==> config.mk <==
export PLATFORM = sky130hd
export DESIGN_NAME = serial_add32_ctrl
export DESIGN_NICKNAME = d
export VERILOG_FILES = /design/src/rtl/add_pkg.sv /design/src/rtl/ripple_carry.sv /design/src/rtl/serial_add32_ctrl.sv
export SDC_FILE = /design/constraint.sdc
export NUM_CORES = 1
export LEC_CHECK = 0
export BUFFER_PORTS_ARGS = -buffer_cell sky130_fd_sc_hd__buf_2
export CORE_ASPECT_RATIO = 1.25
export CORE_MARGIN = 3
export CORE_UTILIZATION = 58
export DETAILED_ROUTE_END_ITERATION = 8
export GPL_TIMING_DRIVEN = 0
export PLACE_DENSITY = 0.84
export SLEW_MARGIN = 25
export SYNTH_ARGS = -nofsm -noshare
export SYNTH_HDL_FRONTEND = slang
export SYNTH_SLANG_ARGS = --single-unit
==> constraint.sdc <==
create_clock -name clk -period 8.35 [get_ports clk]
set_input_delay 1.67 -clock clk [delete_from_list [all_inputs] [get_ports clk]]
set_output_delay 1.67 -clock clk [all_outputs]
set_load 0.05 [all_outputs]
==> src/rtl/add_pkg.sv <==
// Shared defaults and FSM state type for the bit-serial (slice-serial) adder.
package add_pkg;
  localparam int WIDTH_DEF  = 32;
  localparam int SLICE_DEF  = 4;
  localparam int NSLICE_DEF = WIDTH_DEF / SLICE_DEF;

  typedef enum logic [1:0] {IDLE, RUN, DONE} state_t;

  // Index width for a slice counter; never zero even for a single slice.
  function automatic int idx_w(input int n);
    return (n > 1) ? $clog2(n) : 1;
  endfunction
endpackage

==> src/rtl/ripple_carry.sv <==
// Slice adder: W-bit ripple-carry add with carry in/out.
module ripple_carry #(
  parameter int W = 4
) (
  output logic [W-1:0] s,
  output logic         cout,
  input  logic [W-1:0] a,
  input  logic [W-1:0] b,
  input  logic         cin
);
  logic [W:0] c;

  assign c[0] = cin;

  for (genvar i = 0; i < W; i++) begin : g_bit
    assign s[i]   = a[i] ^ b[i] ^ c[i];
    assign c[i+1] = (a[i] & b[i]) | (c[i] & (a[i] ^ b[i]));
  end

  assign cout = c[W];
endmodule

==> src/rtl/serial_add32_ctrl.sv <==
// Slice-serial add/subtract: one shared SLICE-bit adder walks the operands
// LSB slice first, one slice per cycle, then pulses done with s/cout/ovf.
module serial_add32_ctrl
  import add_pkg::*;
#(
  parameter int WIDTH = WIDTH_DEF,
  parameter int SLICE = SLICE_DEF
) (
  input  logic             clk,
  input  logic             rst,
  input  logic             start,
  input  logic [WIDTH-1:0] a,
  input  logic [WIDTH-1:0] b,
  input  logic             cin,
  input  logic             sub,
  output logic             busy,
  output logic             done,
  output logic [WIDTH-1:0] s,
  output logic             cout,
  output logic             ovf
);
  localparam int NSLICE = WIDTH / SLICE;
  localparam int KW     = idx_w(NSLICE);
  localparam logic [KW-1:0] KLAST = KW'(NSLICE - 1);

  state_t           state;
  logic [KW-1:0]    k;
  logic             carry;
  logic [WIDTH-1:0] a_r;
  logic [WIDTH-1:0] b_r;

  logic [SLICE-1:0] sl_a;
  logic [SLICE-1:0] sl_b;
  logic [SLICE-1:0] sl_s;
  logic             sl_c;
  logic             sl_ovf;

  // Index mux on k selects the active slice; operands never shift.
  assign sl_a = a_r[k*SLICE +: SLICE];
  assign sl_b = b_r[k*SLICE +: SLICE];

  ripple_carry #(.W(SLICE)) u_slice (
    .s   (sl_s),
    .cout(sl_c),
    .a   (sl_a),
    .b   (sl_b),
    .cin (carry)
  );

  // Signed overflow uses the top sum bit straight from the slice adder.
  assign sl_ovf = (a_r[WIDTH-1] == b_r[WIDTH-1]) && (sl_s[SLICE-1] != a_r[WIDTH-1]);

  always_ff @(posedge clk) begin
    if (rst) begin
      state <= IDLE;
      k     <= '0;
      carry <= 1'b0;
      a_r   <= '0;
      b_r   <= '0;
      busy  <= 1'b0;
      done  <= 1'b0;
      s     <= '0;
      cout  <= 1'b0;
      ovf   <= 1'b0;
    end else begin
      done <= 1'b0;
      case (state)
        IDLE, DONE: begin
          if (start) begin
            a_r   <= a;
            b_r   <= b ^ {WIDTH{sub}};
            carry <= cin ^ sub;
            k     <= '0;
            s     <= '0;
            busy  <= 1'b1;
            state <= RUN;
          end else begin
            busy  <= 1'b0;
            state <= IDLE;
          end
        end
        RUN: begin
          s[k*SLICE +: SLICE] <= sl_s;
          carry               <= sl_c;
          if (k == KLAST) begin
            cout  <= sl_c;
            ovf   <= sl_ovf;
            busy  <= 1'b0;
            done  <= 1'b1;
            state <= DONE;
          end else begin
            k <= k + 1'b1;
          end
        end
        default: begin
          busy  <= 1'b0;
          state <= IDLE;
        end
      endcase
    end
  end
endmodule

==> flow_summary.json <==
{
  "die-height_um": 108,
  "gp_congestion": 0.934,
  "p_leak_nw": 2.28,
  "grt_max_degree": 16,
  "holdCritPathClass": "reg -> reg",
  "io_buffers": 103,
  "post-route-util_pct": 71.3,
  "fin_area_mm2": 0.00565,
  "syn_nets": 595,
  "yosys_warnings": 0,
  "track_usage_pct": 26.3,
  "io_pins": 105,
  "worst_pin_slew_ns": 0.687,
  "maxSlewViolCount": 0,
  "holdPathStages": 2,
  "via_per_inst": 5.80,
  "crit_path_end_kind": "flop",
  "antenna_cells": 0,
  "dpl_worst_slack_ns": 4.41,
  "grtUsageMet3_pct": 4.75,
  "ctsResizeCount": 0,
  "final_cell_count_no_fill": 727,
  "synth_area_mm2": 0.00480,
  "core_mm2": 0.00793,
  "fill_cells": 633,
  "gr-total-overflow": 0,
  "path_buf_inv": 7,
  "use_met1_pct": 31.6,
  "finClkSkew_ns": 0.00795,
  "initial_core_util_pct": 60.5,
  "path_max_fanout": 10,
  "cts_setup_buffers": 0,
  "reg2reg_from": "k[0]",
  "arrival_ns": 4.27,
  "hold_violations": 0,
  "hpwl_um": 9190,
  "clockBufferDepth": 2,
  "cp_slowest_cell": "fa_1",
  "fin_crit_ns": 3.96,
  "numCtsBuffers": 9,
  "rows": 36,
  "cellPowerDensity_mw_per_mm2": 195,
  "ys_ff_latch": 106,
  "min_from": "a_r[27]",
  "synth_cell_types": 48,
  "cts_tree": "yes",
  "rr_worst_depth": 16,
  "first_pass_iters": 5,
  "crit_family": "adder cells",
  "crit_chain": "buf_2 -> buf_2 -> nor2b_1 -> clkbuf_1 -> a22oi_1 -> o21ai_1 -> fa_1 -> inv_1 -> fa_1 -> inv_1 -> fa_1 -> inv_1 -> fa_1 -> inv_1 -> nor2_1 -> a32o_1",
  "synth_edf_count": 0,
  "max_stage_delay_ns": 0.57,
  "fin_ws_ns": 4.39,
  "timing.slew.headroom_pct": 54.2,
  "yosysSeqAreaShare_pct": 44.2,
  "wirelength_um": 11900,
  "h-tree-depth": 3,
  "async_flop_share_pct": 0,
  "worst_setup_path_start_kind": "flop",
  "ctsHoldBuffers": 0,
  "fin_crit_sh_pct": 47.5,
  "grt_antenna_before_repair": 0,
  "num-nets-final": 709,
  "required_ns": 8.66,
  "rsz0062_at_grt": "false",
  "post_dp_cell_area_mm2": 0.00543,
  "busiest_layer": "met2",
  "reg2reg_slack_ns": 4.39,
  "finalSetupTns_ns": 0,
  "use_met2_pct": 46.1,
  "reg2reg_to": "s[31]",
  "drive_gt1_share_pct": 21.8,
  "dpl.cell_count": 713,
  "grt_pass1_vias": 4052,
  "grt_first_pass_wirelength_um": 19100,
  "drtIter0Drc": 232,
  "setup_viol": 0,
  "die_area_mm2": 0.00940,
  "ant_nets": 0,
  "drv_cap": 0,
  "die_x_um": 87.3,
  "status": "complete, no violations",
  "via_count": 4218,
  "drc": 0,
  "hold_end": "a_r[27]",
  "clk_pin_slew_ns": 0.09,
  "areaGrowthSynthToFinish_pct": 17.8,
  "clock_latency_ns": 0.36,
  "path_class": "reg -> reg",
  "synth_area_per_cell_um2": 9.31,
  "clkSinkCount": 106,
  "ys.flop_type": "dfxtp_1",
  "peakVddDrop_mv": 0.118,
  "cts-root-buf": "clkbuf_8",
  "synth_cells": 515,
  "wl_per_cell_um": 16.4,
  "fmax_ghz": 0.252
}
==> cells in the mapped netlist (2+ instances only) <==
| cell type | instances | area [µm²] |
|---|---|---|
| a211oi_1 | 33 | 248 |
| a21oi_1 | 44 | 220 |
| a221oi_1 | 4 | 35.0 |
| a22o_1 | 4 | 35.0 |
| a22oi_1 | 5 | 37.5 |
| a32o_1 | 16 | 160 |
| and3_1 | 4 | 25.0 |
| buf_2 | 10 | 50.1 |
| clkbuf_1 | 30 | 113 |
| dfxtp_1 | 106 | 2120 |
| fa_1 | 4 | 80.1 |
| ha_1 | 7 | 87.6 |
| inv_1 | 12 | 45.0 |
| mux2i_1 | 19 | 190 |
| mux4_2 | 8 | 180 |
| nand2_1 | 68 | 255 |
| nand3_1 | 4 | 20.0 |
| nand3b_1 | 4 | 30.0 |
| nand4_1 | 5 | 31.3 |
| nand4b_1 | 2 | 17.5 |
| nor2_1 | 47 | 176 |
| nor2b_1 | 7 | 43.8 |
| nor3b_1 | 4 | 30.0 |
| o211ai_1 | 4 | 30.0 |
| o21ai_1 | 4 | 20.0 |
| o22ai_1 | 2 | 12.5 |
| o32ai_1 | 2 | 17.5 |
| or3_1 | 5 | 31.3 |
| xnor2_1 | 32 | 280 |
==> cells by family after synthesis <==
kind of cell,after synthesis,share of synthesized area [%]
AO/OA/AOI/OAI,121,17.7
flip-flops,106,44.2
multiplexers,28,7.96
XOR/XNOR,33,6.03
AND/OR/NAND/NOR,162,15.9
adder cells (fa/ha/maj),11,3.50
buffers and inverters,54,4.64
==> through the flow <==
stage / hold slack [ns] / total power [mW]
global route: 0.482 / 1.15
CTS: 0.459 / 1.10
finish: 0.460 / 1.10
floorplan: 0.433 / 0.688
detailed placement: 0.447 / 0.752
global placement: 0.442 / 0.745
==> power by group <==
| part | internal, mW | leakage [nW] | switching (mW) |
|---|---|---|---|
| Sequential | 0.532 | 0.867 | 0.0162 |
| Combinational | 0.0776 | 1.31 | 0.117 |
| Clock | 0.196 | 0.109 | 0.165 |
==> worst max path at each step <==
stage / startpoint / end / slack, ns / depth (start not counted)
6_report: k[0] / s[31] / 4.39 / 16
5_1_grt: k[0] / s[31] / 4.05 / 16
4_1_cts: k[0] / s[31] / 4.38 / 16
3_5_place_dp: k[0] / s[31] / 4.41 / 16
3_3_place_gp: k[0] / s[23] / 4.53 / 14
2_1_floorplan: k[0] / s[19] / 4.97 / 14
==> worst min-delay path, stage by stage, from the launching register on <==
cell     delay [ns]
dfxtp_1        0.32
nand2_1        0.05
a21oi_1        0.05
==> layer usage <==
| layer | up-vias | wire [µm] |
|---|---|---|
| met5 | - | 0 |
| met4 | 0 | 230 |
| met3 | 21 | 696 |
| met2 | 165 | 6210 |
| met1 | 1980 | 4800 |
| li1 | 2052 | - |
==> placed cells by master, fill, tap and decap left out, drive strengths merged, types with 5 or more instances in the layout <==
cell    count
buf       114
dfxtp     106
nand2      68
nor2       47
a21oi      44
clkbuf     41
a211oi     33
xnor2      32
mux2i      19
a32o       16
inv        13
mux4        8
nor2b       7
ha          7
a22oi       5
or3         5
nand4       5
==> final cells by class <==
type | count | area, µm² | share of cell area (%)
multi-input combinational | 355 | 2450 | 43.4
sequential | 106 | 2120 | 37.5
timing repair buffer | 103 | 515 | 9.12
buffer | 41 | 174 | 3.08
clock buffer | 11 | 131 | 2.32
tap | 95 | 119 | 2.10
clock inverter | 3 | 90.1 | 1.59
inverter | 13 | 48.8 | 0.863
==> state kept, by name, summed over array words and instances, names as in the netlist <==
name	count
done	1
cout	1
b_r	32
busy	1
k	3
s	32
carry	1
ovf	1
state	2
a_r	32
(Power assumes the default switching activity.)
